File: src/rtl/ram_bank_pkg.sv
// rtl/ram_bank_pkg.sv - shared types and helpers for the byte-enable RAM bank
package ram_bank_pkg;

    typedef enum logic {
        CLEAR = 1'b0,
        READY = 1'b1
    } state_e;

    localparam int BYTE_W = 8;

    function automatic int lane_count(input int width);
        return width / BYTE_W;
    endfunction

    // Bit that makes the byte plus parity hold an even number of ones.
    function automatic logic even_parity(input logic [BYTE_W-1:0] b);
        return ^b;
    endfunction

endpackage

File: src/rtl/ram_read_pipe.sv
// rtl/ram_read_pipe.sv - LATENCY-deep data/valid shift register; data stages load only on valid
module ram_read_pipe #(
    parameter int WIDTH   = 16,
    parameter int LATENCY = 1
) (
    input  logic             clk_i,
    input  logic             rst_i,
    input  logic             valid_i,
    input  logic [WIDTH-1:0] data_i,
    output logic             valid_o,
    output logic [WIDTH-1:0] data_o
);

    logic [WIDTH-1:0] data_q [LATENCY];
    logic [LATENCY-1:0] valid_q;

    // Data stages hold when no valid passes, so the output keeps its last result.
    always_ff @(posedge clk_i or posedge rst_i) begin
        if (rst_i) begin
            valid_q <= '0;
            for (int s = 0; s < LATENCY; s++) begin
                data_q[s] <= '0;
            end
        end else begin
            valid_q[0] <= valid_i;
            if (valid_i) begin
                data_q[0] <= data_i;
            end
            for (int s = 1; s < LATENCY; s++) begin
                valid_q[s] <= valid_q[s-1];
                if (valid_q[s-1]) begin
                    data_q[s] <= data_q[s-1];
                end
            end
        end
    end

    assign valid_o = valid_q[LATENCY-1];
    assign data_o  = data_q[LATENCY-1];

endmodule

File: src/rtl/ram_bank_be.sv
// rtl/ram_bank_be.sv - byte-enable RAM bank with hardware clear and registered reads; RAM_BANK_PARITY_EN adds per-lane parity
module ram_bank_be
    import ram_bank_pkg::*;
#(
    parameter int Data_width   = 16,
    parameter int RAM_depth    = 256,
    parameter int READ_LATENCY = 1,
    parameter int AW           = $clog2(RAM_depth)
) (
    input  logic                         Clk,
    input  logic                         Rst,
    input  logic                         WE,
    input  logic [AW-1:0]                WAddr,
    input  logic [Data_width/BYTE_W-1:0] BE,
    input  logic [Data_width-1:0]        Data_in,
    input  logic                         RE,
    input  logic [AW-1:0]                RAddr,
    output logic [Data_width-1:0]        Data_out,
    output logic                         RValid,
    output logic                         Busy
`ifdef RAM_BANK_PARITY_EN
    ,
    output logic                         Parity_err
`endif
);

    localparam int NB = lane_count(Data_width);
    localparam logic [AW:0]   DEPTH_LIM = (AW+1)'(RAM_depth);
    localparam logic [AW-1:0] LAST_ADDR = AW'(RAM_depth - 1);

    state_e          state_q, state_d;
    logic [AW-1:0]   cnt_q, cnt_d;
    logic [Data_width-1:0] mem [RAM_depth];

    logic waddr_ok, raddr_ok, wr_en, rd_en;
    logic [Data_width-1:0] rd_data;

    always_ff @(posedge Clk or posedge Rst) begin
        if (Rst) begin
            state_q <= CLEAR;
            cnt_q   <= '0;
        end else begin
            state_q <= state_d;
            cnt_q   <= cnt_d;
        end
    end

    always_comb begin
        state_d = state_q;
        cnt_d   = cnt_q;
        if (state_q == CLEAR) begin
            cnt_d = cnt_q + AW'(1);
            if (cnt_q == LAST_ADDR) begin
                state_d = READY;
                cnt_d   = '0;
            end
        end
    end

    assign waddr_ok = ({1'b0, WAddr} < DEPTH_LIM);
    assign raddr_ok = ({1'b0, RAddr} < DEPTH_LIM);
    assign wr_en    = (state_q == READY) && WE && waddr_ok;
    assign rd_en    = (state_q == READY) && RE;
    assign Busy     = (state_q == CLEAR);

    // Array read happens before the same-edge write lands, giving read-first collisions.
    assign rd_data  = raddr_ok ? mem[RAddr] : '0;

    always_ff @(posedge Clk) begin
        if (state_q == CLEAR) begin
            mem[cnt_q] <= '0;
        end else if (wr_en) begin
            for (int i = 0; i < NB; i++) begin
                if (BE[i]) begin
                    mem[WAddr][i*BYTE_W +: BYTE_W] <= Data_in[i*BYTE_W +: BYTE_W];
                end
            end
        end
    end

    ram_read_pipe #(
        .WIDTH   (Data_width),
        .LATENCY (READ_LATENCY)
    ) u_read_pipe (
        .clk_i   (Clk),
        .rst_i   (Rst),
        .valid_i (rd_en),
        .data_i  (rd_data),
        .valid_o (RValid),
        .data_o  (Data_out)
    );

`ifdef RAM_BANK_PARITY_EN
    logic [NB-1:0] par_mem [RAM_depth];
    logic          rd_perr;
    logic          perr_valid, perr_data;

    always_ff @(posedge Clk) begin
        if (state_q == CLEAR) begin
            par_mem[cnt_q] <= '0;
        end else if (wr_en) begin
            for (int i = 0; i < NB; i++) begin
                if (BE[i]) begin
                    par_mem[WAddr][i] <= even_parity(Data_in[i*BYTE_W +: BYTE_W]);
                end
            end
        end
    end

    always_comb begin
        rd_perr = 1'b0;
        if (raddr_ok) begin
            for (int i = 0; i < NB; i++) begin
                rd_perr = rd_perr | (par_mem[RAddr][i] != even_parity(mem[RAddr][i*BYTE_W +: BYTE_W]));
            end
        end
    end

    ram_read_pipe #(
        .WIDTH   (1),
        .LATENCY (READ_LATENCY)
    ) u_parity_pipe (
        .clk_i   (Clk),
        .rst_i   (Rst),
        .valid_i (rd_en),
        .data_i  (rd_perr),
        .valid_o (perr_valid),
        .data_o  (perr_data)
    );

    assign Parity_err = perr_valid & perr_data;
`endif

endmodule

File: config.mk
export PLATFORM = sky130hd
export DESIGN_NAME = ram_bank_be
export DESIGN_NICKNAME = d
export VERILOG_FILES = /design/src/rtl/ram_bank_pkg.sv /design/src/rtl/ram_read_pipe.sv /design/src/rtl/ram_bank_be.sv
export SDC_FILE = /design/constraint.sdc
export NUM_CORES = 2
export LEC_CHECK = 0
export CORE_MARGIN = 1.5
export CORE_UTILIZATION = 50
export DETAILED_ROUTE_END_ITERATION = 10
export PLACE_DENSITY = 0.68
export SETUP_SLACK_MARGIN = 0.5
export SLEW_MARGIN = 20
export SYNTH_ARGS = -nofsm -noshare
export SYNTH_HDL_FRONTEND = slang
export SYNTH_SLANG_ARGS = --single-unit
File: constraint.sdc
create_clock -name Clk -period 9.48 [get_ports Clk]
set_input_delay 0.948 -clock Clk [delete_from_list [all_inputs] [get_ports Clk]]
set_output_delay 0.948 -clock Clk [all_outputs]
set_load 0.02 [all_outputs]
==> flow_metrics.env <==
export IMPL_cts_path_max_buffers=4
export IMPL_synth_sequential_area_ratio_pct=76.9
export IMPL_synth_cell_area_um2=161000
export IMPL_layout_nets=8101
export IMPL_cts_repair_resize_count=0
export IMPL_largest_net_degree_at_the_start_of_global_routing=221
export IMPL_cts_root_buffer_cell="sky130_fd_sc_hd__clkbuf_16"
export IMPL_fin_skew_ps=38.2
export IMPL_worstHoldPathType="input port to asynchronous set/reset pin"
export IMPL_drive_above_1_share_pct=18.8
export IMPL_power_share_clock_pct=43.4
export IMPL_fin_hold_ws_ps=568
export IMPL_portBuffers=55
export IMPL_switching_share_pct=20.4
export IMPL_max_clock_freq_mhz=206
export IMPL_tritoncts="done"
export IMPL_drtPass1Iterations=6
export IMPL_synth_async_reset_ratio_pct=0.631
export IMPL_detail_route_vias_per_cell=6.53
export IMPL_grt_antenna_before_repair=25
export IMPL_top_level_ports=56
export IMPL_internal_power_w=0.0291
export IMPL_synth_seq_cells=4122
export IMPL_post_synth_cell_area_avg_um2=20.3
export IMPL_postCtsSetupBuffers=0
export IMPL_clk_pin_slew_worst_paths_ps=60
export IMPL_worstSetupStartpointType="input port"
export IMPL_row_count=208
export IMPL_max_cap_viol_count=0
export IMPL_combinationalPowerShare_pct=2.7
export IMPL_detailed_route_wire_length_per_cell_um=34.3
export IMPL_outcome="completed"
export IMPL_post_synth_edffs=4096
export IMPL_synth_flop_cell="sky130_fd_sc_hd__edfxtp_1"
export IMPL_max_slew_worst_pin_slew_ps=1220
export IMPL_irDropWorstVdd_mv=0.176
export IMPL_power_switching_w=0.00745
export IMPL_clkLatencyLatePin_ps=930
export IMPL_first_global_vias=81300
export IMPL_grt_overflow_total=0
export IMPL_power_density_nw_per_um2=205
export IMPL_power_frac_seq_pct=53.9
export IMPL_period_needed_ps=4850
export IMPL_worst_endpoint_arrival_ps=5710
export IMPL_totalWireLength_um=435000
export IMPL_final_min_period_over_clock_period_pct=51.2
export IMPL_syn_nets=7954
export IMPL_power_leakage_nw=46.3
export IMPL_setup_tns_final_ps=0
export IMPL_critPathCaptureType="register"
export IMPL_worst_slew_margin_rel_pct=18.2
export IMPL_crit_required_ps=10340
export IMPL_dp_final_hpwl_um=258000
export IMPL_number_of_cts_inserted_buffers=397
export IMPL_cts_sink_count=4122
export IMPL_initial_utilization_pct=50.2
export IMPL_gp_congestion=0.870
export IMPL_post_route_util_pct=55.6
export IMPL_global_routing_usage_summed_across_all_routing_layers_pct=26.6
export IMPL_setup_repair_after_global_routing_missed_its_margin="no"
export IMPL_critical_path_peak_fanout=91
export IMPL_chipHeight_um=570
export IMPL_area_of_the_die_um2=325000
export IMPL_synth_lib_cells_used_distinct=77
export IMPL_grt_first_pass_wirelength_um=614000
export IMPL_cts_hold_buffers_added=0
export IMPL_ys_warnings_count=0
export IMPL_die_width_um=570
export IMPL_dr_first_iter_drc_count=12500
export IMPL_finalHoldViolCount=0
export IMPL_synthesis_instances=7915
export IMPL_setup_worst_path_class="input port to register"
export IMPL_route_vias_total=82900
export IMPL_timing_reg2reg_setup_slack_ps=4870
export IMPL_cts_htree_levels=5
export IMPL_post_route_drc_count=0
export IMPL_final_max_slew_viol_count=0
export IMPL_number_of_endpoints_failing_setup_at_the_final_stage=0
export IMPL_fp_coreArea_um2=321000
export IMPL_area_growth_syn_to_layout_pct=10.9
export IMPL_final_antenna_net_count=0
-- routing by layer --
layer	global-route usage [%]	routed length, um	vias to the layer above
met5	0	78	-
met4	10.5	19400	12
met3	5.32	48000	837
met2	41.6	205000	5354
met1	37.0	162000	43500
li1	-	-	33200
-- state kept, by name (all words and copies together), names as in the netlist --
name	flops
state_q	1
u_read_pipe.data_o	16
u_read_pipe.valid_o	1
mem	4096
cnt_q	8
-- cell type report --
class                   instances  area [um2]
inverters                       6        32.5
diodes                         11        27.5
multi-input cells            3308       34100
clock buffers                 497       10600
flip-flops and latches       4122      124000
repair buffers                227        2270
fillers                     23700      142000
clock inverters               227        2320
well taps                    4305        5390
-- worst paths after layout --
path                           from                      to  cells past startpoint
min in group Clk           cnt_q[2]                cnt_q[2]                      1
max                        RAddr[0]   u_read_pipe.data_o[5]                     10
max reg2reg                 state_q             mem[103][5]                      6
max in group asynchronous       Rst  u_read_pipe.data_o[13]                      3
min                             Rst                 state_q                      3
min reg2reg                cnt_q[2]                cnt_q[2]                      1
-- cell families (layout without fill, tap and decap cells) --
group / count (synthesis) / count (layout) / synth area share (%)
AO/OA/AOI/OAI: 801 / 801 / 3.51
XOR/XNOR: 3 / 3 / 0.0163
adder cells (fa/ha/maj): 1 / 1 / 0.00778
buffers and inverters: 485 / 957 / 2.08
flip-flops: 4122 / 4122 / 76.9
multiplexers: 1348 / 1348 / 14.4
other: 0 / 11 / 0
AND/OR/NAND/NOR: 1155 / 1155 / 3.15
-- synthesized netlist by cell type, types with 20 or more instances --
library cell                number  area (um2)
sky130_fd_sc_hd__nor4_1         49         307
sky130_fd_sc_hd__buf_6          62         698
sky130_fd_sc_hd__dfrtp_1        26         651
sky130_fd_sc_hd__o22ai_1       183        1140
sky130_fd_sc_hd__buf_8          29         435
sky130_fd_sc_hd__nand3b_1       25         188
sky130_fd_sc_hd__a22o_1         25         219
sky130_fd_sc_hd__a221oi_1       20         175
sky130_fd_sc_hd__buf_1          22        82.6
sky130_fd_sc_hd__mux2i_1       580        5810
sky130_fd_sc_hd__buf_12         20         400
sky130_fd_sc_hd__clkbuf_1      159         597
sky130_fd_sc_hd__a22oi_1       113         848
sky130_fd_sc_hd__mux4_2        735       16600
sky130_fd_sc_hd__and2_1         28         175
sky130_fd_sc_hd__a21oi_1       103         515
sky130_fd_sc_hd__buf_4          63         473
sky130_fd_sc_hd__a2111oi_0      29         254
sky130_fd_sc_hd__edfxtp_1     4096      123000
sky130_fd_sc_hd__o21ai_0        77         385
sky130_fd_sc_hd__a211oi_1       45         338
sky130_fd_sc_hd__nor2_1        577        2170
sky130_fd_sc_hd__o221ai_1      100         876
sky130_fd_sc_hd__nand2_1       242         908
sky130_fd_sc_hd__buf_2         122         611
sky130_fd_sc_hd__nand3_1       110         551
sky130_fd_sc_hd__mux4_1         26         683
sky130_fd_sc_hd__nor3_1         45         225
-- through the flow --
stage               instance area, um2  setup WS, ps  power (W)  std cells
CTS                             178000          4740     0.0366      12700
detailed placement              165000          3740     0.0211      12000
finish                          178000          4630     0.0366      12700
global placement                165000          3470     0.0211      12000
global route                    178000          4550     0.0374      12700
floorplan                       161000          3660     0.0208       7915
-- power groups by stage --
stage / logic (W) / clock network, W / registers (W)
detailed placement: 0.000961 / 0 / 0.0201
CTS: 0.000963 / 0.0160 / 0.0197
global route: 0.00100 / 0.0167 / 0.0197
global placement: 0.000957 / 0 / 0.0201
finish: 0.000976 / 0.0159 / 0.0197
floorplan: 0.000655 / 0 / 0.0201
-- placed cells by master (no fill, tap or decap), types with 68 or more instances in the layout --
| cell | netlist | final |
|---|---|---|
| sky130_fd_sc_hd__nand3_1 | 110 | 107 |
| sky130_fd_sc_hd__buf_4 | 63 | 140 |
| sky130_fd_sc_hd__clkinv_2 | 0 | 68 |
| sky130_fd_sc_hd__o22ai_1 | 183 | 183 |
| sky130_fd_sc_hd__a22oi_1 | 113 | 113 |
| sky130_fd_sc_hd__a21oi_1 | 103 | 103 |
| sky130_fd_sc_hd__nor2_1 | 577 | 575 |
| sky130_fd_sc_hd__mux4_2 | 735 | 735 |
| sky130_fd_sc_hd__mux2i_1 | 580 | 580 |
| sky130_fd_sc_hd__clkbuf_1 | 159 | 77 |
| sky130_fd_sc_hd__edfxtp_1 | 4096 | 4096 |
| sky130_fd_sc_hd__o221ai_1 | 100 | 100 |
| sky130_fd_sc_hd__clkbuf_16 | 0 | 405 |
| sky130_fd_sc_hd__o21ai_0 | 77 | 77 |
| sky130_fd_sc_hd__clkinv_1 | 1 | 71 |
| sky130_fd_sc_hd__nand2_1 | 242 | 225 |
-- worst max-delay path, stage by stage --
cell,delay (ps)
sky130_fd_sc_hd__buf_16,420
sky130_fd_sc_hd__buf_4,740
sky130_fd_sc_hd__buf_4,660
sky130_fd_sc_hd__mux2i_1,180
sky130_fd_sc_hd__o221ai_1,410
sky130_fd_sc_hd__o22ai_1,160
sky130_fd_sc_hd__o21ai_0,680
sky130_fd_sc_hd__nand3_1,470
sky130_fd_sc_hd__nor4_1,750
sky130_fd_sc_hd__a211o_1,180
Note: power is estimated with default switching activity, not from simulation.
